**src/rtl/div_ctrl_pkg.sv**
```systemverilog
// -----------------------------------------------------------------------------
// div_ctrl_pkg
// Shared definitions for the EXE-stage divide controller:
//   - op bit positions of the one-hot {mod_wu, div_wu, mod_w, div_w} field
//   - op class masks (signed ops, remainder-producing ops)
//   - iteration counter width and FSM state encoding
//   - small two's-complement helpers used by the sign fixup logic
// -----------------------------------------------------------------------------
package div_ctrl_pkg;

  localparam int DIV_DW        = 32;
  localparam int DIV_CNT_W     = 5;

  localparam int DIV_OP_DIV_W  = 0;
  localparam int DIV_OP_MOD_W  = 1;
  localparam int DIV_OP_DIV_WU = 2;
  localparam int DIV_OP_MOD_WU = 3;

  // Ops whose operands are interpreted as two's-complement.
  localparam logic [3:0] DIV_OP_SIGNED_MASK = (4'b0001 << DIV_OP_DIV_W) | (4'b0001 << DIV_OP_MOD_W);
  // Ops that return the remainder instead of the quotient.
  localparam logic [3:0] DIV_OP_MOD_MASK    = (4'b0001 << DIV_OP_MOD_W) | (4'b0001 << DIV_OP_MOD_WU);

  typedef enum logic [2:0] {
    ST_IDLE = 3'd0,
    ST_PREP = 3'd1,
    ST_CALC = 3'd2,
    ST_FIX  = 3'd3,
    ST_DONE = 3'd4
  } div_state_e;

  // Two's-complement negate.
  function automatic logic [DIV_DW-1:0] neg_w(input logic [DIV_DW-1:0] v);
    return ~v + {{(DIV_DW-1){1'b0}}, 1'b1};
  endfunction

  // Magnitude of v when it is a signed operand, raw value otherwise.
  function automatic logic [DIV_DW-1:0] mag_w(input logic [DIV_DW-1:0] v, input logic is_signed);
    return (is_signed && v[DIV_DW-1]) ? neg_w(v) : v;
  endfunction

endpackage

```
**src/rtl/div_ctrl_if.sv**
```systemverilog
// -----------------------------------------------------------------------------
// div_ctrl_if
// Request/response bundle between the EXE stage (master) and the divide
// controller (slave).
//   req_valid/req_ready : request handshake, op/src1/src2 carried with it
//   flush               : synchronous kill from branch/exception
//   res_valid/res_ready : result handshake, result carried with it
//   busy                : controller is not idle (EXE holds ready_go low)
// -----------------------------------------------------------------------------
interface div_ctrl_if;
  import div_ctrl_pkg::*;

  logic              req_valid;
  logic              req_ready;
  logic [3:0]        op;
  logic [DIV_DW-1:0] src1;
  logic [DIV_DW-1:0] src2;
  logic              flush;
  logic              res_valid;
  logic              res_ready;
  logic [DIV_DW-1:0] result;
  logic              busy;

  modport master (
    output req_valid, op, src1, src2, flush, res_ready,
    input  req_ready, res_valid, result, busy
  );

  modport slave (
    input  req_valid, op, src1, src2, flush, res_ready,
    output req_ready, res_valid, result, busy
  );

endinterface

```
**src/rtl/div_ctrl_iter_core.sv**
```systemverilog
// -----------------------------------------------------------------------------
// div_iter_core
// Radix-2 restoring shift-subtract datapath. One quotient bit per step.
//   clk, resetn : clock, asynchronous active-low reset
//   init        : load dividend/divisor magnitudes, clear remainder
//   step        : perform one shift-subtract iteration
//   dvd_in      : dividend magnitude
//   dvs_in      : divisor magnitude
//   quot        : quotient (the dividend register fills with quotient bits)
//   rem         : partial / final remainder
// -----------------------------------------------------------------------------
module div_iter_core
  import div_ctrl_pkg::*;
(
  input  logic              clk,
  input  logic              resetn,
  input  logic              init,
  input  logic              step,
  input  logic [DIV_DW-1:0] dvd_in,
  input  logic [DIV_DW-1:0] dvs_in,
  output logic [DIV_DW-1:0] quot,
  output logic [DIV_DW-1:0] rem
);

  logic [DIV_DW-1:0] dvd_r;
  logic [DIV_DW-1:0] dvs_r;
  logic [DIV_DW-1:0] rem_r;
  logic [DIV_DW:0]   trial_s;
  logic [DIV_DW-1:0] rem_nx_s;

  // Trial subtraction: the partial remainder is always below the divisor, so
  // the 33-bit difference's MSB is a reliable borrow flag.
  always_comb begin
    trial_s = {rem_r, dvd_r[DIV_DW-1]} - {1'b0, dvs_r};
    if (!trial_s[DIV_DW]) begin
      rem_nx_s = trial_s[DIV_DW-1:0];
    end else begin
      rem_nx_s = {rem_r[DIV_DW-2:0], dvd_r[DIV_DW-1]};
    end
  end

  // Datapath registers: load on init, shift one bit per step, else hold.
  always_ff @(posedge clk or negedge resetn) begin
    if (!resetn) begin
      dvd_r <= {DIV_DW{1'b0}};
      dvs_r <= {DIV_DW{1'b0}};
      rem_r <= {DIV_DW{1'b0}};
    end else if (init) begin
      dvd_r <= dvd_in;
      dvs_r <= dvs_in;
      rem_r <= {DIV_DW{1'b0}};
    end else if (step) begin
      rem_r <= rem_nx_s;
      dvd_r <= {dvd_r[DIV_DW-2:0], ~trial_s[DIV_DW]};
    end else begin
      dvd_r <= dvd_r;
      dvs_r <= dvs_r;
      rem_r <= rem_r;
    end
  end

  assign quot = dvd_r;
  assign rem  = rem_r;

endmodule

```
**src/rtl/div_ctrl.sv**
```systemverilog
// -----------------------------------------------------------------------------
// div_ctrl
// Multi-cycle divide controller for div.w / mod.w / div.wu / mod.wu.
// Sequences div_iter_core through IDLE -> PREP -> CALC(x32) -> FIX -> DONE,
// applies sign fixups and returns the result over a valid/ready handshake.
// Parameters:
//   DW        : operand/result width (32 only)
//   ZERO_FAST : 1 -> a zero divisor skips CALC (2-cycle latency)
// Ports:
//   clk, resetn : clock, asynchronous active-low reset
//   dif         : div_ctrl_if.slave (request, flush, result, busy)
// -----------------------------------------------------------------------------
module div_ctrl
  import div_ctrl_pkg::*;
#(
  parameter int DW        = 32,
  parameter bit ZERO_FAST = 1'b1
) (
  input  logic       clk,
  input  logic       resetn,
  div_ctrl_if.slave  dif
);

  div_state_e           state_r;
  div_state_e           state_nx_s;
  logic [DIV_CNT_W-1:0] cnt_r;
  logic                 signed_r;
  logic                 is_mod_r;
  logic [DW-1:0]        src1_r;
  logic [DW-1:0]        src2_r;
  logic                 q_neg_r;
  logic                 r_neg_r;
  logic [DW-1:0]        result_r;
  logic                 res_valid_r;
  logic                 busy_r;

  logic                 accept_s;
  logic                 core_init_s;
  logic                 core_step_s;
  logic                 dvs_zero_s;
  logic [DW-1:0]        quot_s;
  logic [DW-1:0]        rem_s;
  logic [DW-1:0]        fix_val_s;

  assign dvs_zero_s = (src2_r == {DW{1'b0}});

  div_iter_core u_core (
    .clk    (clk),
    .resetn (resetn),
    .init   (core_init_s),
    .step   (core_step_s),
    .dvd_in (mag_w(src1_r, signed_r)),
    .dvs_in (mag_w(src2_r, signed_r)),
    .quot   (quot_s),
    .rem    (rem_s)
  );

  // FSM state register.
  always_ff @(posedge clk or negedge resetn) begin
    if (!resetn) begin
      state_r <= ST_IDLE;
    end else begin
      state_r <= state_nx_s;
    end
  end

  // FSM next-state and datapath controls; flush wins over every state.
  always_comb begin
    state_nx_s  = state_r;
    accept_s    = 1'b0;
    core_init_s = 1'b0;
    core_step_s = 1'b0;
    if (dif.flush) begin
      state_nx_s = ST_IDLE;
    end else begin
      case (state_r)
        ST_IDLE: begin
          if (dif.req_valid) begin
            accept_s   = 1'b1;
            state_nx_s = ST_PREP;
          end else begin
            state_nx_s = ST_IDLE;
          end
        end
        ST_PREP: begin
          core_init_s = 1'b1;
          if (dvs_zero_s && ZERO_FAST) begin
            state_nx_s = ST_FIX;
          end else begin
            state_nx_s = ST_CALC;
          end
        end
        ST_CALC: begin
          core_step_s = 1'b1;
          if (cnt_r == {DIV_CNT_W{1'b0}}) begin
            state_nx_s = ST_FIX;
          end else begin
            state_nx_s = ST_CALC;
          end
        end
        ST_FIX: begin
          state_nx_s = ST_DONE;
        end
        ST_DONE: begin
          if (dif.res_ready) begin
            if (dif.req_valid) begin
              accept_s   = 1'b1;
              state_nx_s = ST_PREP;
            end else begin
              state_nx_s = ST_IDLE;
            end
          end else begin
            state_nx_s = ST_DONE;
          end
        end
        default: begin
          state_nx_s = ST_IDLE;
        end
      endcase
    end
  end

  // Sign fixup and quotient/remainder select. A zero divisor always yields
  // all-ones / the raw dividend regardless of signedness or path taken.
  always_comb begin
    fix_val_s = {DW{1'b0}};
    if (dvs_zero_s) begin
      fix_val_s = is_mod_r ? src1_r : {DW{1'b1}};
    end else if (is_mod_r) begin
      fix_val_s = r_neg_r ? neg_w(rem_s) : rem_s;
    end else begin
      fix_val_s = q_neg_r ? neg_w(quot_s) : quot_s;
    end
  end

  // Request capture, sign flags and iteration counter.
  always_ff @(posedge clk or negedge resetn) begin
    if (!resetn) begin
      signed_r <= 1'b0;
      is_mod_r <= 1'b0;
      src1_r   <= {DW{1'b0}};
      src2_r   <= {DW{1'b0}};
      q_neg_r  <= 1'b0;
      r_neg_r  <= 1'b0;
      cnt_r    <= {DIV_CNT_W{1'b0}};
    end else if (accept_s) begin
      signed_r <= |(dif.op & DIV_OP_SIGNED_MASK);
      is_mod_r <= |(dif.op & DIV_OP_MOD_MASK);
      src1_r   <= dif.src1;
      src2_r   <= dif.src2;
    end else if (core_init_s) begin
      q_neg_r  <= signed_r & (src1_r[DW-1] ^ src2_r[DW-1]);
      r_neg_r  <= signed_r & src1_r[DW-1];
      cnt_r    <= {DIV_CNT_W{1'b1}};
    end else if (core_step_s) begin
      cnt_r    <= cnt_r - {{(DIV_CNT_W-1){1'b0}}, 1'b1};
    end else begin
      cnt_r    <= cnt_r;
    end
  end

  // Registered outputs: result loads only on an unflushed FIX, valid/busy
  // follow the next state so they drop in the same cycle as a flush.
  always_ff @(posedge clk or negedge resetn) begin
    if (!resetn) begin
      result_r    <= {DW{1'b0}};
      res_valid_r <= 1'b0;
      busy_r      <= 1'b0;
    end else begin
      if ((state_r == ST_FIX) && !dif.flush) begin
        result_r <= fix_val_s;
      end else begin
        result_r <= result_r;
      end
      res_valid_r <= (state_nx_s == ST_DONE);
      busy_r      <= (state_nx_s != ST_IDLE);
    end
  end

  assign dif.req_ready = (state_r == ST_IDLE) | ((state_r == ST_DONE) & dif.res_ready);
  assign dif.res_valid = res_valid_r;
  assign dif.result    = result_r;
  assign dif.busy      = busy_r;

endmodule
```
**src/flat_wrapper.sv**
```systemverilog
// flat-port wrapper written by rule: the top's interface ports become plain ports
module div_ctrl_flat import div_ctrl_pkg::*;
#(
  parameter int DW        = 32,
  parameter bit ZERO_FAST = 1'b1
)
  (clk, resetn, dif_req_valid, dif_op, dif_src1, dif_src2, dif_flush, dif_res_ready, dif_req_ready, dif_res_valid, dif_result, dif_busy);
  div_ctrl_if dif_i ();
  input  logic clk;
  input  logic resetn;
  input wire logic [$bits(dif_i.req_valid)-1:0] dif_req_valid;
  input wire logic [$bits(dif_i.op)-1:0] dif_op;
  input wire logic [$bits(dif_i.src1)-1:0] dif_src1;
  input wire logic [$bits(dif_i.src2)-1:0] dif_src2;
  input wire logic [$bits(dif_i.flush)-1:0] dif_flush;
  input wire logic [$bits(dif_i.res_ready)-1:0] dif_res_ready;
  output wire logic [$bits(dif_i.req_ready)-1:0] dif_req_ready;
  output wire logic [$bits(dif_i.res_valid)-1:0] dif_res_valid;
  output wire logic [$bits(dif_i.result)-1:0] dif_result;
  output wire logic [$bits(dif_i.busy)-1:0] dif_busy;
  assign dif_i.req_valid = dif_req_valid;
  assign dif_i.op = dif_op;
  assign dif_i.src1 = dif_src1;
  assign dif_i.src2 = dif_src2;
  assign dif_i.flush = dif_flush;
  assign dif_i.res_ready = dif_res_ready;
  assign dif_req_ready = dif_i.req_ready;
  assign dif_res_valid = dif_i.res_valid;
  assign dif_result = dif_i.result;
  assign dif_busy = dif_i.busy;
  div_ctrl #(.DW(DW), .ZERO_FAST(ZERO_FAST)) u_core (.clk(clk), .resetn(resetn), .dif(dif_i));
endmodule
```
**config.mk**
```make
export PLATFORM = sky130hd
export DESIGN_NAME = div_ctrl_flat
export DESIGN_NICKNAME = d
export VERILOG_FILES = /design/src/rtl/div_ctrl_pkg.sv /design/src/rtl/div_ctrl_if.sv /design/src/rtl/div_ctrl_iter_core.sv /design/src/rtl/div_ctrl.sv /design/src/flat_wrapper.sv
export SDC_FILE = /design/constraint.sdc
export NUM_CORES = 1
export LEC_CHECK = 0
export CORE_ASPECT_RATIO = 1.75
export CORE_MARGIN = 1
export CORE_UTILIZATION = 34
export DETAILED_ROUTE_END_ITERATION = 16
export SETUP_SLACK_MARGIN = 0.05
export SLEW_MARGIN = 20
export SYNTH_ARGS = -nofsm -noshare
export SYNTH_HDL_FRONTEND = slang
export SYNTH_SLANG_ARGS = --single-unit
export TNS_END_PERCENT = 20
```
**constraint.sdc**
```tcl
create_clock -name clk -period 5.2 [get_ports clk]
set_input_delay 1.04 -clock clk [delete_from_list [all_inputs] [get_ports clk]]
set_output_delay 1.04 -clock clk [all_outputs]
set_load 0.05 [all_outputs]
```
==> run summary <==
Entering global routing, the biggest net connects 115 pins. The tools report the number of rows created at floorplan as 94. The share of flip-flops with an asynchronous set or reset after synthesis was 100%; the number of standard cells after synthesis was 1478. The clock network accounts for 16.6% of the total power.

STA puts the critical path data required time at 5.55 ns. The run gives 0 as the setup violation total in the final timing report. The first detailed-routing pass ran for 5 iterations. Setup repair after global routing left no endpoint under its margin. Summing all multi-input logic gate instances after layout gives 7440 sq um. Summed over all instances, the cell type with the most area after synthesis is sky130_fd_sc_hd__dfrtp_1. The logs give 3729 for the filler cell count and 0 for the hold violation count in the final report. For this run, the register share of the synthesized area comes to 39.3%. The clock slew at the register clock pins of the worst setup and hold paths works out to 0.06 ns.

For the number of antenna diodes, the log shows 0. For this run the aggregate overflow at the end of global routing stands at 0. The number of different library cells used by synthesis comes to 73. The number of I/O port buffers is 106, and the final estimated routing congestion in global placement is 0.880. The top cell type by area accounts for 39.3% of the synthesized area.

The most common cell in the synthesized netlist is sky130_fd_sc_hd__nand2_1. After synthesis the netlist holds a flip-flop and latch count of 206. Area enclosed by the die boundary: 39400 sq um.

Dividing total power by cell area gives a power density of 647 nW/um^2. CTS saw 206 sinks. The run gives 22 as the total clock buffers created by CTS.

The placed instances occupy a cell area of 14600 sq um. Counting instances in the post-synthesis netlist gives the leading cell types as sky130_fd_sc_hd__nand2_1, sky130_fd_sc_hd__dfrtp_1, sky130_fd_sc_hd__o21ai_0. The slew at the pin closest to its max-slew limit was 1.12 ns.

After synthesis, the cell types taking the most area are sky130_fd_sc_hd__dfrtp_1, sky130_fd_sc_hd__nand2_1, sky130_fd_sc_hd__o21ai_0, sky130_fd_sc_hd__mux2_2, sky130_fd_sc_hd__xnor2_1. After detailed placement, the design holds a cell count of 1999. The run gives 3 as the number of buffers between clock root and the deepest sink. For this design the static power due to leakage is 6.47 nW. The quantity of gates resized following cts is 0. The width of the chip was 150 um; the internal power was 0.00547 W.

Post-detailed-route via-to-cell ratio: 5.33. The final-report max-slew violation count was 0; the count of yosys warnings during synthesis was 0. The worst hold path belongs to the class register to register. The global-route wire length before repair was 58500 um. When the netlist entered floorplanning its net count stood at 1590.

STA classifies the critical path endpoint as a register. The switching portion of total power is 45.1%, and the number of antenna violations at the first check in global routing is 0. The core region is 37800 sq um. The run gives 0.53 ns as the later-pin clock latency in the skew report. After synthesis the cells add up to 13100 sq um. In this run, synthesis inferred 0 flip-flops with an integrated enable. The share of total power in combinational logic was 54.2%; the minimum hold slack was 0.474 ns. 108 I/O pins were placed.

The area growth from synthesis to layout is 17.4%. The die boundary height came out at 262 um. The run finished with clean final reports.

After detailed routing, the number of remaining DRC violations is 0. VDD sags by at most 0.000262 V. Counting I/O delays and the setup requirement, the final critical path takes 4.19 ns. The final clock period utilization by the worst path was 80.7%.

The tools report the buffer type at the clock tree root as sky130_fd_sc_hd__clkbuf_16. Summed over all layers, the routed wires come to 35700 um. The number of hold buffers added after CTS was 0. For the max capacitance violation total, the log shows 0. TritonCTS built the clock tree.

The sequential standard cell area came out at 5160 sq um. The maximum level of the CTS H-tree was 1. In the final layout, the share of cells above drive strength 1 is 9.56%. Averaged over all synthesized cells, the footprint is 8.86 sq um. The core utilization of the finished layout was 40.8%. The count of cells in the finished layout, fillers not included, comes to 2038. In this run the power spent charging and discharging nets is 0.00448 W. The violation count after the first detailed-routing iteration is 444, and the relative contribution of sequential cells to total power is 29.3%. The flop-to-flop setup slack came out at 1.01 ns. The count of nets left with antenna violations once routing finished came out at 0. Data arrives at the worst endpoint at 4.55 ns. Across every metal layer, demand over resource in global routing totals 18.8%. The final cell area excluding filler cells was 15400 sq um; the initial core utilization was 34.7%.

The detailed router placed 10.9k vias in this run. The relative max-transition margin is 25.5%, and the setup clock skew after layout is 0.0195 ns. After the last flow step, the layout net total stands at 1655.

STA classifies the critical path startpoint as a register. The number of setup buffers added after CTS is 0. The maximum fanout count along the critical path is 16. Prevailing post-synth register cell: sky130_fd_sc_hd__dfrtp_1. The number of global-route vias before repair is 11.2k, and the final setup TNS is 0 ns.

For this run, the top clock speed supported by timing is 238 MHz. The HPWL after detailed placement came out at 26100 um. The worst setup path is of the register to register kind. Dividing the detail-routed wire length by the instance count gives 17.5 um.
-- layer usage --
| metal | up-vias | routed length, um | track usage (%) | part of all wire, % |
|---|---|---|---|---|
| met2 | 226 | 19100 | 35.7 | 54 |
| met3 | 84 | 1140 | 1.84 | 3.2 |
| met5 | - | 0 | 0 | 0 |
| met1 | 5196 | 13500 | 19.9 | 38 |
| met4 | 0 | 1990 | 10.4 | 5.6 |
| li1 | 5354 | - | - | - |
-- per-stage QoR --
| step | setup slack [ns] | total power, W |
|---|---|---|
| finish | 1.01 | 0.00995 |
| global route | 0.747 | 0.0107 |
| CTS | 1.01 | 0.0100 |
| detailed placement | 1.02 | 0.00830 |
| global placement | 1.13 | 0.00820 |
| floorplan | 1.55 | 0.00686 |
-- cells by family (layout without fill, tap and decap cells) --
| family | after synthesis | in the layout | synth area share [%] |
|---|---|---|---|
| flip-flops | 206 | 206 | 39.3 |
| AO/OA/AOI/OAI | 399 | 399 | 19.0 |
| multiplexers | 93 | 93 | 7.72 |
| AND/OR/NAND/NOR | 452 | 452 | 16.1 |
| XOR/XNOR | 149 | 149 | 10.0 |
| adder cells (fa/ha/maj) | 39 | 39 | 3.78 |
| buffers and inverters | 140 | 220 | 4.10 |
-- layout make-up --
class | count | share of cell area (%)
multi-input combinational | 1132 | 48.4
sequential | 206 | 33.5
timing repair buffer | 124 | 7.88
clock buffer | 30 | 4.24
tap | 480 | 3.90
inverter | 57 | 1.39
clock inverter | 9 | 0.683
-- path summary, 6_finish.rpt --
| path | start | end | cells past startpoint |
|---|---|---|---|
| setup / recovery | u_core.u_core.quot[31]$_DFFE_PN0P_ | u_core.u_core.rem[10]$_DFFE_PN0P_ | 13 |
| hold / removal | u_core.u_core.dvs_r[3]$_DFFE_PN0P_ | u_core.u_core.dvs_r[3]$_DFFE_PN0P_ | 2 |
| setup reg to reg | u_core.u_core.quot[31]$_DFFE_PN0P_ | u_core.u_core.rem[10]$_DFFE_PN0P_ | 13 |
| hold reg to reg | u_core.u_core.dvs_r[3]$_DFFE_PN0P_ | u_core.u_core.dvs_r[3]$_DFFE_PN0P_ | 2 |
| max in group asynchronous | resetn | u_core.src2_r[30]$_DFFE_PN0P_ | 2 |
| min in group asynchronous | resetn | u_core.cnt_r[2]$_DFFE_PN0P_ | 1 |
-- registers in the layout, indices dropped and copies added (netlist names) --
name / cells
u_core.signed_r: 1
u_core.state_r: 3
u_core.dif.busy: 1
u_core.q_neg_r: 1
u_core.cnt_r: 5
u_core.src1_r: 32
u_core.is_mod_r: 1
u_core.dif.res_valid: 1
u_core.u_core.dvs_r: 32
u_core.r_neg_r: 1
u_core.src2_r: 32
u_core.u_core.quot: 32
u_core.u_core.rem: 32
u_core.dif.result: 32
-- power groups by stage --
stage | Clock (W) | Combinational, W | Sequential, W
after floorplan | 0 | 0.00379 | 0.00307
after global placement | 0 | 0.00529 | 0.00291
after global routing | 0.00174 | 0.00599 | 0.00302
after CTS | 0.00169 | 0.00539 | 0.00291
final | 0.00165 | 0.00539 | 0.00292
after detailed placement | 0 | 0.00537 | 0.00293
-- worst max-delay path, cell delays in order, from the launching register on --
cell and delay [ns]:
sky130_fd_sc_hd__dfrtp_1 0.52, sky130_fd_sc_hd__inv_1 0.12, sky130_fd_sc_hd__ha_1 0.23, sky130_fd_sc_hd__fa_1 0.38
sky130_fd_sc_hd__nand2b_1 0.19, sky130_fd_sc_hd__a21oi_1 0.24, sky130_fd_sc_hd__o21a_1 0.25, sky130_fd_sc_hd__a211oi_2 0.14
sky130_fd_sc_hd__o41ai_2 0.46, sky130_fd_sc_hd__a311oi_1 0.29, sky130_fd_sc_hd__xnor2_4 0.51, sky130_fd_sc_hd__buf_4 0.35
sky130_fd_sc_hd__mux2i_1 0.23, sky130_fd_sc_hd__o21ai_0 0.10
-- cell usage in the layout, fill, tap and decap left out, types with 6 or more instances in the layout --
master,count
sky130_fd_sc_hd__a211oi_1,9
sky130_fd_sc_hd__a21o_1,15
sky130_fd_sc_hd__a21oi_1,74
sky130_fd_sc_hd__a22o_1,6
sky130_fd_sc_hd__a22oi_1,7
sky130_fd_sc_hd__a31oi_1,34
sky130_fd_sc_hd__and3_1,9
sky130_fd_sc_hd__buf_4,17
sky130_fd_sc_hd__clkbuf_16,23
sky130_fd_sc_hd__clkbuf_8,6
sky130_fd_sc_hd__clkdlybuf4s50_1,105
sky130_fd_sc_hd__dfrtp_1,205
sky130_fd_sc_hd__ha_1,38
sky130_fd_sc_hd__inv_1,57
sky130_fd_sc_hd__mux2_2,64
sky130_fd_sc_hd__mux2i_1,29
sky130_fd_sc_hd__nand2_1,220
sky130_fd_sc_hd__nand2b_1,11
sky130_fd_sc_hd__nand3_1,15
sky130_fd_sc_hd__nand3b_1,8
sky130_fd_sc_hd__nand4_1,7
sky130_fd_sc_hd__nor2_1,89
sky130_fd_sc_hd__nor2b_1,6
sky130_fd_sc_hd__nor3_1,18
sky130_fd_sc_hd__nor3b_1,6
sky130_fd_sc_hd__nor4_1,11
sky130_fd_sc_hd__o211ai_1,10
sky130_fd_sc_hd__o21a_1,6
sky130_fd_sc_hd__o21ai_0,145
sky130_fd_sc_hd__o21ai_1,8
sky130_fd_sc_hd__o31ai_1,32
sky130_fd_sc_hd__o41ai_1,13
sky130_fd_sc_hd__or3_1,11
sky130_fd_sc_hd__or4_1,9
sky130_fd_sc_hd__xnor2_1,77
sky130_fd_sc_hd__xor2_1,71
Note: power is estimated with default switching activity, not from simulation.
